==> src/rtl/uart_bus_responder.sv <==
// Memory-mapped UART on the MEM-stage load/store bus: TX holding register, RX FIFO,
// control/status register and a level interrupt. Loads are answered combinationally.
module uart_bus_responder #(
    parameter int BAUD_DIV   = 10417,
    parameter int FIFO_DEPTH = 4
) (
    input  logic        clk,
    input  logic        reset,
    input  logic        MemRd,
    input  logic        MemWr,
    input  logic [31:0] Addr,
    input  logic [31:0] WriteData,
    output logic [31:0] ReadData,
    input  logic        UART_RX,
    output logic        UART_TX,
    output logic        irq
);

    localparam logic [31:0] ADDR_TXD = 32'h4000_0018;
    localparam logic [31:0] ADDR_RXD = 32'h4000_001C;
    localparam logic [31:0] ADDR_CON = 32'h4000_0020;

    localparam int CNT_W  = $clog2(BAUD_DIV);
    localparam int PTR_W  = (FIFO_DEPTH > 1) ? $clog2(FIFO_DEPTH) : 1;
    localparam int FCNT_W = $clog2(FIFO_DEPTH + 1);

    localparam logic [CNT_W-1:0]  BIT_LAST  = CNT_W'(BAUD_DIV - 1);
    localparam logic [CNT_W-1:0]  HALF_LAST = CNT_W'(BAUD_DIV / 2 - 1);
    localparam logic [PTR_W-1:0]  PTR_LAST  = PTR_W'(FIFO_DEPTH - 1);
    localparam logic [FCNT_W-1:0] FIFO_FULL = FCNT_W'(FIFO_DEPTH);

    // Bus decode
    logic sel_txd, sel_rxd, sel_con;
    logic wr_txd, wr_con, rd_rxd;
    logic unused_wdata;

    assign sel_txd      = (Addr == ADDR_TXD);
    assign sel_rxd      = (Addr == ADDR_RXD);
    assign sel_con      = (Addr == ADDR_CON);
    assign wr_txd       = MemWr & sel_txd;
    assign wr_con       = MemWr & sel_con;
    assign rd_rxd       = MemRd & sel_rxd;
    assign unused_wdata = ^WriteData[31:8];

    // Transmitter
    typedef enum logic [1:0] {TX_IDLE, TX_START, TX_DATA, TX_STOP} tx_state_t;

    tx_state_t        tx_state;
    logic [CNT_W-1:0] tx_cnt;
    logic [2:0]       tx_bit;
    logic [7:0]       tx_shift;
    logic             tx_pend;
    logic             tx_busy;
    logic             tx_tick, tx_accept, tx_reject, tx_finish;

    assign tx_tick   = (tx_cnt == BIT_LAST);
    assign tx_accept = wr_txd & ~tx_busy & ~tx_pend;
    assign tx_reject = wr_txd & (tx_busy | tx_pend);
    assign tx_finish = (tx_state == TX_STOP) & tx_tick;

    // The accepted byte waits one cycle in tx_pend before the start bit goes out.
    always_ff @(posedge clk) begin
        if (!reset) begin
            tx_state <= TX_IDLE;
            tx_cnt   <= '0;
            tx_bit   <= '0;
            tx_pend  <= 1'b0;
            tx_busy  <= 1'b0;
            UART_TX  <= 1'b1;
        end else begin
            if (tx_accept)
                tx_pend <= 1'b1;
            case (tx_state)
                TX_IDLE: begin
                    if (tx_pend) begin
                        tx_state <= TX_START;
                        tx_cnt   <= '0;
                        tx_pend  <= 1'b0;
                        tx_busy  <= 1'b1;
                        UART_TX  <= 1'b0;
                    end
                end
                TX_START: begin
                    if (tx_tick) begin
                        tx_state <= TX_DATA;
                        tx_cnt   <= '0;
                        tx_bit   <= '0;
                        UART_TX  <= tx_shift[0];
                    end else begin
                        tx_cnt <= tx_cnt + 1'b1;
                    end
                end
                TX_DATA: begin
                    if (tx_tick) begin
                        tx_cnt <= '0;
                        if (tx_bit == 3'd7) begin
                            tx_state <= TX_STOP;
                            UART_TX  <= 1'b1;
                        end else begin
                            tx_bit  <= tx_bit + 3'd1;
                            UART_TX <= tx_shift[1];
                        end
                    end else begin
                        tx_cnt <= tx_cnt + 1'b1;
                    end
                end
                TX_STOP: begin
                    if (tx_tick) begin
                        tx_state <= TX_IDLE;
                        tx_cnt   <= '0;
                        tx_busy  <= 1'b0;
                    end else begin
                        tx_cnt <= tx_cnt + 1'b1;
                    end
                end
                default: tx_state <= TX_IDLE;
            endcase
        end
    end

    always_ff @(posedge clk) begin
        if (tx_accept)
            tx_shift <= WriteData[7:0];
        else if ((tx_state == TX_DATA) && tx_tick)
            tx_shift <= {1'b0, tx_shift[7:1]};
    end

    // Receiver: two-flop synchronizer plus one more flop for falling-edge detection
    typedef enum logic [1:0] {RX_IDLE, RX_START, RX_DATA, RX_STOP} rx_state_t;

    rx_state_t        rx_state;
    logic [CNT_W-1:0] rx_cnt;
    logic [2:0]       rx_bit;
    logic [7:0]       rx_shift;
    logic             rx_s1, rx_s2, rx_s2_d;
    logic             rx_fall, rx_tick, rx_stop_smp, rx_push, rx_ferr_set;

    assign rx_fall     = rx_s2_d & ~rx_s2;
    assign rx_tick     = (rx_cnt == BIT_LAST);
    assign rx_stop_smp = (rx_state == RX_STOP) & rx_tick;
    assign rx_push     = rx_stop_smp & rx_s2;
    assign rx_ferr_set = rx_stop_smp & ~rx_s2;

    always_ff @(posedge clk) begin
        if (!reset) begin
            rx_s1    <= 1'b1;
            rx_s2    <= 1'b1;
            rx_s2_d  <= 1'b1;
            rx_state <= RX_IDLE;
            rx_cnt   <= '0;
            rx_bit   <= '0;
        end else begin
            rx_s1   <= UART_RX;
            rx_s2   <= rx_s1;
            rx_s2_d <= rx_s2;
            case (rx_state)
                RX_IDLE: begin
                    if (rx_fall) begin
                        rx_state <= RX_START;
                        rx_cnt   <= '0;
                    end
                end
                RX_START: begin
                    if (rx_cnt == HALF_LAST) begin
                        rx_cnt   <= '0;
                        rx_bit   <= '0;
                        rx_state <= rx_s2 ? RX_IDLE : RX_DATA;
                    end else begin
                        rx_cnt <= rx_cnt + 1'b1;
                    end
                end
                RX_DATA: begin
                    if (rx_tick) begin
                        rx_cnt <= '0;
                        if (rx_bit == 3'd7)
                            rx_state <= RX_STOP;
                        else
                            rx_bit <= rx_bit + 3'd1;
                    end else begin
                        rx_cnt <= rx_cnt + 1'b1;
                    end
                end
                RX_STOP: begin
                    if (rx_tick) begin
                        rx_state <= RX_IDLE;
                        rx_cnt   <= '0;
                    end else begin
                        rx_cnt <= rx_cnt + 1'b1;
                    end
                end
                default: rx_state <= RX_IDLE;
            endcase
        end
    end

    always_ff @(posedge clk) begin
        if ((rx_state == RX_DATA) && rx_tick)
            rx_shift <= {rx_s2, rx_shift[7:1]};
    end

    // Receive FIFO; a pop in the same cycle frees the slot for an incoming byte
    logic [7:0]        fifo_mem [FIFO_DEPTH];
    logic [PTR_W-1:0]  wr_ptr, rd_ptr;
    logic [FCNT_W-1:0] fifo_cnt;
    logic              fifo_empty, fifo_full, fifo_pop, fifo_push, rx_ovr_set;

    assign fifo_empty = (fifo_cnt == '0);
    assign fifo_full  = (fifo_cnt == FIFO_FULL);
    assign fifo_pop   = rd_rxd & ~fifo_empty;
    assign fifo_push  = rx_push & (~fifo_full | fifo_pop);
    assign rx_ovr_set = rx_push & fifo_full & ~fifo_pop;

    always_ff @(posedge clk) begin
        if (!reset) begin
            wr_ptr   <= '0;
            rd_ptr   <= '0;
            fifo_cnt <= '0;
        end else begin
            if (fifo_push)
                wr_ptr <= (wr_ptr == PTR_LAST) ? '0 : wr_ptr + 1'b1;
            if (fifo_pop)
                rd_ptr <= (rd_ptr == PTR_LAST) ? '0 : rd_ptr + 1'b1;
            case ({fifo_push, fifo_pop})
                2'b10:   fifo_cnt <= fifo_cnt + 1'b1;
                2'b01:   fifo_cnt <= fifo_cnt - 1'b1;
                default: fifo_cnt <= fifo_cnt;
            endcase
        end
    end

    always_ff @(posedge clk) begin
        if (fifo_push)
            fifo_mem[wr_ptr] <= rx_shift;
    end

    // Control/status flags; a hardware set beats a same-cycle software clear
    logic rx_overrun, tx_drop, frame_err, tx_done, rx_irq_en, tx_irq_en;

    always_ff @(posedge clk) begin
        if (!reset) begin
            rx_overrun <= 1'b0;
            tx_drop    <= 1'b0;
            frame_err  <= 1'b0;
            tx_done    <= 1'b0;
            rx_irq_en  <= 1'b0;
            tx_irq_en  <= 1'b0;
        end else begin
            rx_overrun <= rx_ovr_set  | (rx_overrun & ~(wr_con & WriteData[2]));
            tx_drop    <= tx_reject   | (tx_drop    & ~(wr_con & WriteData[3]));
            frame_err  <= rx_ferr_set | (frame_err  & ~(wr_con & WriteData[6]));
            tx_done    <= tx_finish   | (tx_done    & ~(wr_con & WriteData[7]) & ~tx_accept);
            if (wr_con) begin
                rx_irq_en <= WriteData[4];
                tx_irq_en <= WriteData[5];
            end
        end
    end

    logic [7:0] con_val;
    assign con_val = {tx_done, frame_err, tx_irq_en, rx_irq_en,
                      tx_drop, rx_overrun, ~fifo_empty, tx_busy};

    always_comb begin
        ReadData = '0;
        if (MemRd) begin
            if (sel_rxd)
                ReadData = {24'b0, fifo_empty ? 8'h00 : fifo_mem[rd_ptr]};
            else if (sel_con)
                ReadData = {24'b0, con_val};
        end
    end

    assign irq = (rx_irq_en & ~fifo_empty) | (tx_irq_en & tx_done);

endmodule
==> config.mk <==
export PLATFORM = sky130hd
export DESIGN_NAME = uart_bus_responder
export DESIGN_NICKNAME = d
export VERILOG_FILES = /design/src/rtl/uart_bus_responder.sv
export SDC_FILE = /design/constraint.sdc
export NUM_CORES = 1
export LEC_CHECK = 0
export BUFFER_PORTS_ARGS = -buffer_cell sky130_fd_sc_hd__clkbuf_2
export CELL_PAD_IN_SITES_DETAIL_PLACEMENT = 1
export CELL_PAD_IN_SITES_GLOBAL_PLACEMENT = 2
export CORE_ASPECT_RATIO = 0.9
export CORE_MARGIN = 4
export CORE_UTILIZATION = 32
export CTS_CLUSTER_DIAMETER = 50
export DETAILED_ROUTE_END_ITERATION = 12
export GPL_ROUTABILITY_DRIVEN = 1
export PLACE_DENSITY = 0.84
export SLEW_MARGIN = 30
export SYNTH_ARGS = -nofsm -noshare
export SYNTH_HDL_FRONTEND = slang
export SYNTH_SLANG_ARGS = --single-unit
==> constraint.sdc <==
create_clock -name clk -period 2.5 [get_ports clk]
set_clock_uncertainty 0.1 [all_clocks]
set_input_delay 0.375 -clock clk [delete_from_list [all_inputs] [get_ports clk]]
set_output_delay 0.375 -clock clk [all_outputs]
set_load 0.005 [all_outputs]
==> results of run 1 <==
==> metrics by stage <==
step	power [W]	area, um2	worst slack (ns)	setup TNS (ns)	util
final	0.00340	6540	0.102	0	0.389
after global routing	0.00354	6540	0.00749	0	0.389
after CTS	0.00343	6460	0.00733	0	0.384
after detailed placement	0.00199	6150	-0.0502	-0.0532	0.365
after global placement	0.00198	6150	-0.0272	-0.0272	0.365
after floorplan	0.00195	5570	0.110	0	-
==> final cells by class <==
class	instances	area, um2	share of cell area
clock buffers	9	225	0.0344
inverters	19	71.3	0.0109
multi-input cells	368	2690	0.412
flip-flops and latches	107	2620	0.401
repair buffers	90	582	0.0889
clock inverters	7	81.3	0.0124
well taps	211	264	0.0404
==> repair_timing <==
| item | in CTS | in global routing |
|---|---|---|
| endpoints found under the setup margin | 1 | 36 |
| resized for setup | 1 | 17 |
| setup buffers | 0 | 1 |
| pin swaps | 0 | 2 |
| cloned | 0 | 1 |
==> worst paths after layout <==
check / endpoint / cells after the start / slack (ns) / from
min: rx_s1$_SDFF_PN1_ / 2 / 0.1 / UART_RX
max: ReadData[6] / 7 / 0.10 / Addr[3]
max reg2reg: fifo_mem[1][7]$_DFFE_PP_ / 7 / 0.15 / rx_cnt[3]$_SDFFE_PN0P_
min reg2reg: rx_s2$_SDFF_PN1_ / 1 / 0.32 / rx_s1$_SDFF_PN1_
==> power groups by stage <==
stage	logic (W)	registers, W	clock network [W]
after global routing	0.000148	0.00182	0.00157
after global placement	0.000121	0.00186	0
after detailed placement	0.000124	0.00186	0
final	0.000133	0.00182	0.00144
after floorplan	0.0000866	0.00186	0
after CTS	0.000125	0.00182	0.00148
==> registers in the layout, indices dropped and copies added, names as in the netlist, 2 cells and up, named ones only <==
| name | cells |
|---|---|
| tx_bit | 3 |
| rd_ptr | 2 |
| tx_state | 2 |
| wr_ptr | 2 |
| fifo_mem | 32 |
| rx_shift | 8 |
| fifo_cnt | 3 |
| rx_cnt | 14 |
| tx_cnt | 14 |
| rx_bit | 3 |
| tx_shift | 8 |
==> logic make-up after synthesis <==
family / Yosys count
AOI/OAI and AO/OA: 97
xor gates and xnor gates: 9
adders and majority gates: 18
buffers and inverters: 62
DFF: 107
muxes: 22
other: 1
and+or+nand+nor: 198
==> cells in the final DEF (no fill, tap or decap), types with 5 or more instances in the layout <==
cell,synthesis,layout
clkbuf_16,0,9
or3_1,6,6
a31oi_1,6,6
mux2i_1,7,7
o21ai_1,11,11
a21oi_1,30,28
a22oi_1,7,7
nor2b_1,6,6
and3_1,10,10
nor3_1,8,8
nor3b_1,5,5
dfxtp_1,59,58
inv_1,19,19
ha_1,17,17
xor2_1,5,5
nor4_1,6,5
nand2b_1,6,6
nor4_4,2,5
edfxtp_1,48,48
nand3_1,14,14
mux4_2,8,8
mux2_4,7,7
nand4_1,12,12
nand2_1,38,38
a311oi_1,5,5
clkbuf_2,0,50
buf_4,25,32
and2_1,10,10
nor2_1,45,45
conb_1,1,24
==> metal layers <==
metal	wire [um]	part of all wire	GRT usage
met1	6160	0.46	0.182
met2	6590	0.49	0.234
met3	509	0.038	0.0327
met4	110	0.0082	0.0334
met5	0	0	0
==> impl_metrics.ini, run 1 <==
[finish]
layout-drive-gt1-share = 0.245
finalNonFillerCells = 811
n_antenna_cell = 0
synthToLayoutAreaGrowth_pct = 19.3
num-nets-final = 682
fillers = 1889

[placed_design]
dp_hpwl_um = 10000
gp_congestion = 0.785
dpl.cell_count = 794
port-buffer-count = 54

[cts]
cts_root_buf = clkbuf_16
insertion_delay_ns = 0.35
cts_buffers = 9
cts_buffer_depth = 2
cts_tree = done
cts_hold_buf = 0
cts_num_sinks = 107
htreeDepth = 3
clkSlewWorstSetupHoldPaths_ns = 0.08

[drt]
wl_per_cell_um = 16.5
drtIter0Drc = 259
drcViolationCount = 0
dr_total_vias = 4178
dr.pass1.iters = 4
wirelength_um = 13400
antenna_left = 0
vias_per_cell = 5.15

[timing]
rsz0062_at_grt = no
worst_hold_slack_ns = 0.0974
finalHoldViolCount = 0
timing.final.crit_share = 0.959
setup_viol = 0
tightest_slew_ns = 0.726
min_period_ns = 2.40
timing.fmax_ghz = 0.417
maxSlewViolCount = 0
relSlewSlack = 0.512

[critical_path]
critPathArrivalTime_ns = 1.92
path_buf_inv = 3
path_class = primary input to primary output
cp-start-kind = primary input
cp_slowest_stage_delay_ns = 0.55
required_ns = 2.03
cp_top_family = simple AND/OR/NAND/NOR gates
slowest_stage = or4b_4
cp-end-kind = primary output
crit_fanout = 4
crit_chain = clkbuf_2 > or4b_4 > nor4_4 > buf_4 > a21oi_1 > a21oi_1 > clkbuf_2

[synthesis]
avgSynthCellArea_um2 = 10.7
synth_common_cells = dfxtp_1, edfxtp_1, nor2_1
ys_types = 73
synth_top_area_share = 0.263
synth-seq-cells = 107
yosysWarningCount = 0
synth_compound_area_frac = 0.124
yosysMostFrequentCell = dfxtp_1
synth_fa_ha_area_frac = 0.0424
synth_cells = 514
synth_top_cell_by_area = edfxtp_1
synth_top_family_by_area = simple AND/OR/NAND/NOR gates
synth-seq-area-share = 0.478
async_flop_share = 0
synth_area_leaders = edfxtp_1, dfxtp_1, ha_1, buf_4, mux4_2
yosys.area_share.simple = 0.215
synthXorXnorAreaFrac = 0.0144
netlist_area_mm2 = 0.00549
synth_edf_count = 48
muxShareOfSynthArea = 0.0648
ys.flop_type = dfxtp_1

[power]
power.leakage_nw = 2.45
comb_power_share = 0.039
vdd_drop_max_uv = 324
seq_power_share = 0.537
swShare = 0.238
clockPowerShare = 0.424
power.internal_w = 0.00259
power.switching_w = 0.000808
power_density_mw_per_mm2 = 519

[floorplan]
design.core.area_mm2 = 0.0168
die_area_mm2 = 0.0193
io_pins = 103
fp-row-count = 45
die_y_um = 132
start_util = 0.326
die_x_um = 146

[global_route]
grt_pass1_vias = 4246
grt_max_degree = 24
antenna_found_initial = 0
grt_usage = 0.139
grt_pass1_wl_um = 21900
grt_overflow_total = 0

[status]
outcome = complete, no violations

[job]
cap_violations = 0

[min_path]
hold_class = primary input to flop
Note: power is estimated with default switching activity, not from simulation.
==> inputs of run 2 (changes only) <==
--- a/config.mk
+++ b/config.mk
@@ -8,13 +8,14 @@
 export BUFFER_PORTS_ARGS = -buffer_cell sky130_fd_sc_hd__clkbuf_2
 export CELL_PAD_IN_SITES_DETAIL_PLACEMENT = 1
 export CELL_PAD_IN_SITES_GLOBAL_PLACEMENT = 2
-export CORE_ASPECT_RATIO = 0.9
+export CORE_ASPECT_RATIO = 1.5
 export CORE_MARGIN = 4
 export CORE_UTILIZATION = 32
 export CTS_CLUSTER_DIAMETER = 50
 export DETAILED_ROUTE_END_ITERATION = 12
 export GPL_ROUTABILITY_DRIVEN = 1
 export PLACE_DENSITY = 0.84
+export SKIP_LAST_GASP = 1
 export SLEW_MARGIN = 30
 export SYNTH_ARGS = -nofsm -noshare
 export SYNTH_HDL_FRONTEND = slang
==> impl_metrics.ini, run 2 (synthesis gave the netlist of run 1 again) <==
[status]
outcome = complete, no violations

[drt]
wl_per_cell_um = 16.4
antenna_left = 0
drtIter0Drc = 120
drcViolationCount = 0
wirelength_um = 13200
dr_total_vias = 4141
vias_per_cell = 5.13
dr.pass1.iters = 4

[placed_design]
dp_hpwl_um = 10100
gp_congestion = 0.786
port-buffer-count = 54
placed_area_mm2 = 0.00617
dpl.cell_count = 792

[finish]
finalNonFillerCells = 808
seq_area_mm2 = 0.00262
multiInputGateArea_mm2 = 0.00267
layout-drive-gt1-share = 0.242
design_area_mm2 = 0.00656
synthToLayoutAreaGrowth_pct = 19.6
regMostFlops = fifo_mem
reg_top3 = fifo_mem x32, rx_cnt x14, tx_cnt x14
final_cell_mix = dfxtp_1, clkbuf_2, edfxtp_1, nor2_1, nand2_1
n_antenna_cell = 0
layout_commonest_cell = dfxtp_1
num-nets-final = 680
fillers = 1895
largest_register_ffs = 32

[critical_path]
path_class = primary input to primary output
rrSetupSlack_ns = 0.10
timing.rr.end = fifo_mem[1][6]$_DFFE_PP_
cp-end-kind = primary output
crit_fanout = 8
critPathArrivalTime_ns = 1.95
rr_worst_depth = 7
cp-start-kind = primary input
r2r-start = rx_cnt[8]$_SDFFE_PN0P_
required_ns = 2.03

[job]
cap_violations = 0

[global_route]
antenna_found_initial = 0
grt_max_degree = 25
grt_usage = 0.139
grt_pass1_vias = 4427
grt_overflow_total = 0
grt_pass1_wl_um = 21500

[cts]
clkSlewWorstSetupHoldPaths_ns = 0.08
post_cts_buffers = 0
insertion_delay_ns = 0.36
cts_hold_buf = 0
cts_buffers = 9
cts_num_sinks = 107
cts_tree = done
htreeDepth = 3
cts_root_buf = clkbuf_16
cts_buffer_depth = 2

[timing]
timing.fmax_ghz = 0.412
finalHoldViolCount = 0
min_period_ns = 2.43
tightest_slew_ns = 0.748
timing.final.crit_share = 0.971
maxSlewViolCount = 0
finalSetupTns_ns = 0
relSlewSlack = 0.498
setup_viol = 0

[floorplan]
die_area_mm2 = 0.0193
die_y_um = 168
die_x_um = 115
design.core.area_mm2 = 0.0168
start_util = 0.326
fp-row-count = 58
io_pins = 103

[power]
power.total_w = 0.00348
vdd_drop_max_uv = 329
power.leakage_nw = 2.43
power_density_mw_per_mm2 = 530

[min_path]
min-delay-start = UART_RX
whs_path_depth = 2
hold_class = primary input to flop
hold_path_end = rx_s1$_SDFF_PN1_
run 2: changes by cell type in the layout (fill, tap and decap cells not counted), moves of 2 or more:
cell	delta
buf_12	+3
buf_2	-4
buf_4	-5
clkbuf_2	+4
clkinv_8	+2
nor4_2	+3
nor4_4	-3
run 2: metrics by stage:
step | util | hold slack (ns) | setup slack (ns)
5_1_grt | 0.390 | 0.107 | -0.0535
6_report | 0.390 | 0.0980 | 0.0728
3_3_place_gp | 0.367 | 0.299 | -0.0543
2_1_floorplan | - | 0.286 | 0.110
4_1_cts | 0.387 | 0.0881 | 0.0106
3_5_place_dp | 0.367 | 0.302 | -0.175
run 2: power by group:
group	leakage, nW	total, W	internal, W	switching [W]
Sequential	0.903	0.00182	0.00181	0.00000724
Combinational	1.37	0.000129	0.0000493	0.0000792
Clock	0.157	0.00153	0.000741	0.000785
Total	2.43	0.00348	0.00260	0.000872
run 2: worst max path at each step:
stage	start	to	slack (ns)	cells past startpoint
final	Addr[26]	ReadData[0]	0.07	9
after global routing	Addr[17]	ReadData[0]	-0.05	9
after CTS	rx_cnt[0]$_SDFFE_PN0P_	fifo_cnt[2]$_SDFFE_PN0P_	0.01	10
after detailed placement	Addr[12]	fifo_cnt[2]$_SDFFE_PN0P_	-0.17	10
after global placement	Addr[12]	fifo_cnt[2]$_SDFFE_PN0P_	-0.05	10
after floorplan	Addr[12]	fifo_cnt[2]$_SDFFE_PN0P_	0.11	8
run 2: metal layers:
layer  up-vias  track usage  routed length (um)  part of all wire
li1       2016            -                   -                 -
met1      2055        0.147                4960              0.38
met2        50        0.271                7650              0.58
met3        20       0.0219                 323             0.024
met4         0       0.0480                 282             0.021
met5         -            0                   0                 0
run 2: area by class of cell:
class,count,share of cell area
clock buffer,9,0.0343
multi-input combinational,368,0.407
clock inverter,7,0.0154
timing repair buffer,88,0.0921
inverter,19,0.0109
sequential,107,0.400
tap,210,0.0401
run 2: critical path: stages:
cell,delay (ns)
clkbuf_2,0.08
nor4_2,0.45
nand4_4,0.20
buf_4,0.20
nor2_1,0.10
buf_4,0.17
a32oi_1,0.10
nor2b_1,0.13
clkbuf_2,0.14
run 2: repair_timing:
item | 4_1_cts | 5_1_grt
gates resized for setup | 3 | 8
endpoints found under the setup margin | 3 | 49
pin swaps | 0 | 4
==> inputs of run 3 (changes only) <==
--- a/config.mk
+++ b/config.mk
@@ -6,15 +6,13 @@
 export NUM_CORES = 1
 export LEC_CHECK = 0
 export BUFFER_PORTS_ARGS = -buffer_cell sky130_fd_sc_hd__clkbuf_2
-export CELL_PAD_IN_SITES_DETAIL_PLACEMENT = 1
-export CELL_PAD_IN_SITES_GLOBAL_PLACEMENT = 2
 export CORE_ASPECT_RATIO = 1.5
 export CORE_MARGIN = 4
-export CORE_UTILIZATION = 32
+export CORE_UTILIZATION = 45
 export CTS_CLUSTER_DIAMETER = 50
 export DETAILED_ROUTE_END_ITERATION = 12
 export GPL_ROUTABILITY_DRIVEN = 1
-export PLACE_DENSITY = 0.84
+export PLACE_DENSITY = 0.77
 export SKIP_LAST_GASP = 1
 export SLEW_MARGIN = 30
 export SYNTH_ARGS = -nofsm -noshare
==> impl_metrics.ini, run 3 (synthesis gave the netlist of run 1 again) <==
[finish]
largest_register_ffs = 32
reg_top3 = fifo_mem x32, rx_cnt x14, tx_cnt x14
fillers = 991
synthToLayoutAreaGrowth_pct = 18.8
regMostFlops = fifo_mem
final_cell_mix = dfxtp_1, clkbuf_2, edfxtp_1, nor2_1, nand2_1
design_area_mm2 = 0.00652
layout_commonest_cell = dfxtp_1
n_antenna_cell = 0
num-nets-final = 683
final_util = 0.545
layout-drive-gt1-share = 0.248

[drt]
dr.pass1.iters = 5
vias_per_cell = 5.56
wl_per_cell_um = 16.1
wirelength_um = 12200
drcViolationCount = 0
antenna_left = 0
dr_total_vias = 4190
drtIter0Drc = 337

[timing]
min_period_ns = 2.50
worst_hold_slack_ns = 0.108
setup_viol = 0
maxSlewViolCount = 0
setup_ws_ns = 0.00154
timing.fmax_ghz = 0.400
finalHoldViolCount = 0
tightest_slew_ns = 0.647
timing.final.crit_share = 0.999
relSlewSlack = 0.565

[min_path]
whs_path_depth = 2
hold_path_end = rx_s1$_SDFF_PN1_
hold_class = primary input to flop
min-delay-start = UART_RX

[cts]
clkSlewWorstSetupHoldPaths_ns = 0.07
cts_hold_buf = 0
insertion_delay_ns = 0.35
cts_tree = done
cts_buffers = 9
htreeDepth = 3
cts_root_buf = clkbuf_16
cts_num_sinks = 107
cts_buffer_depth = 2

[global_route]
grt_usage = 0.171
grt_overflow_total = 0
grt_pass1_wl_um = 19500
grt_pass1_vias = 4137
grt_max_degree = 23
antenna_found_initial = 0

[floorplan]
die_x_um = 98.1
design.core.area_mm2 = 0.0120
die_area_mm2 = 0.0141
fp-row-count = 49
start_util = 0.459
die_y_um = 143
io_pins = 103

[critical_path]
critPathArrivalTime_ns = 2.63
cpMostUsedCell = inv_1
slowest_stage = fa_1
required_ns = 2.63
crit_fanout = 3
cp-start-kind = flop
rr_worst_depth = 10
path_class = flop to flop
crit_chain = inv_1 > ha_1 > and4b_1 > nand4_1 > o2111a_1 > inv_1 > fa_1 > nor4_2 > a22oi_1 > mux2i_1
cp_slowest_stage_delay_ns = 0.44
rrSetupSlack_ns = 0.002
cp-end-kind = flop
timing.rr.end = fifo_cnt[2]$_SDFFE_PN0P_
r2r-start = rx_cnt[0]$_SDFFE_PN0P_
startpoint = rx_cnt[0]$_SDFFE_PN0P_

[status]
outcome = complete, no violations

[job]
cap_violations = 0

[power]
vdd_drop_max_uv = 500
power.leakage_nw = 2.46
power_density_mw_per_mm2 = 528

[placed_design]
dp_hpwl_um = 8980
gp_congestion = 0.895
port-buffer-count = 54
placed_area_mm2 = 0.00610
place_ws_ns = -0.0625
run 3: repair_timing:
| item | CTS | global route |
|---|---|---|
| resized for setup | 2 | 12 |
| setup endpoints to repair | 2 | 41 |
| pin swaps | 0 | 4 |
| setup buffers | 0 | 3 |
| cloned | 0 | 1 |
run 3: worst max-delay path, delay by kind of cell, from the launching register on:
family	cells	cell delay, ns
multiplexers	1	0.14
AND/OR/NAND/NOR	3	0.72
adder cells (fa/ha/maj)	2	0.63
buffers and inverters	2	0.12
flip-flops	1	0.33
AO/OA/AOI/OAI	2	0.36
run 3: layout make-up:
type | count | area [um2] | area share
flip-flops and latches | 107 | 2620 | 0.403
inverters | 19 | 71.3 | 0.0109
well taps | 153 | 191 | 0.0294
repair buffers | 91 | 628 | 0.0964
clock inverters | 7 | 95.1 | 0.0146
multi-input cells | 368 | 2680 | 0.412
clock buffers | 9 | 225 | 0.0346
run 3: per-layer routing:
metal	global-route usage	vias to the layer above	wire length (um)
li1	-	2031	-
met1	0.188	2010	4470
met2	0.321	119	6770
met3	0.0200	30	551
met4	0.0914	0	378
met5	0	-	0
run 3: how the worst max path moves through the flow:
stage                     cells past startpoint                  endpoint  slack, ns
final                                        10  fifo_cnt[2]$_SDFFE_PN0P_      0.002
after detailed placement                      9  fifo_cnt[2]$_SDFFE_PN0P_      -0.06
after global placement                        9  fifo_cnt[2]$_SDFFE_PN0P_      -0.04
after CTS                                     9               ReadData[6]      0.001
after global routing                         10  fifo_cnt[2]$_SDFFE_PN0P_      -0.08
after floorplan                               8  fifo_cnt[2]$_SDFFE_PN0P_       0.11
run 3: per-stage QoR:
step | instances | total power, W | TNS, ns
after floorplan | 537 | 0.00195 | 0
after global placement | 734 | 0.00198 | -0.0400
after detailed placement | 734 | 0.00198 | -0.408
after CTS | 750 | 0.00347 | 0
after global routing | 754 | 0.00357 | -0.0798
final | 754 | 0.00344 | 0
run 3: power breakdown:
part | switching (W) | internal (W)
clock network | 0.000684 | 0.000809
registers | 0.00000709 | 0.00181
logic | 0.0000779 | 0.0000500
total | 0.000769 | 0.00267
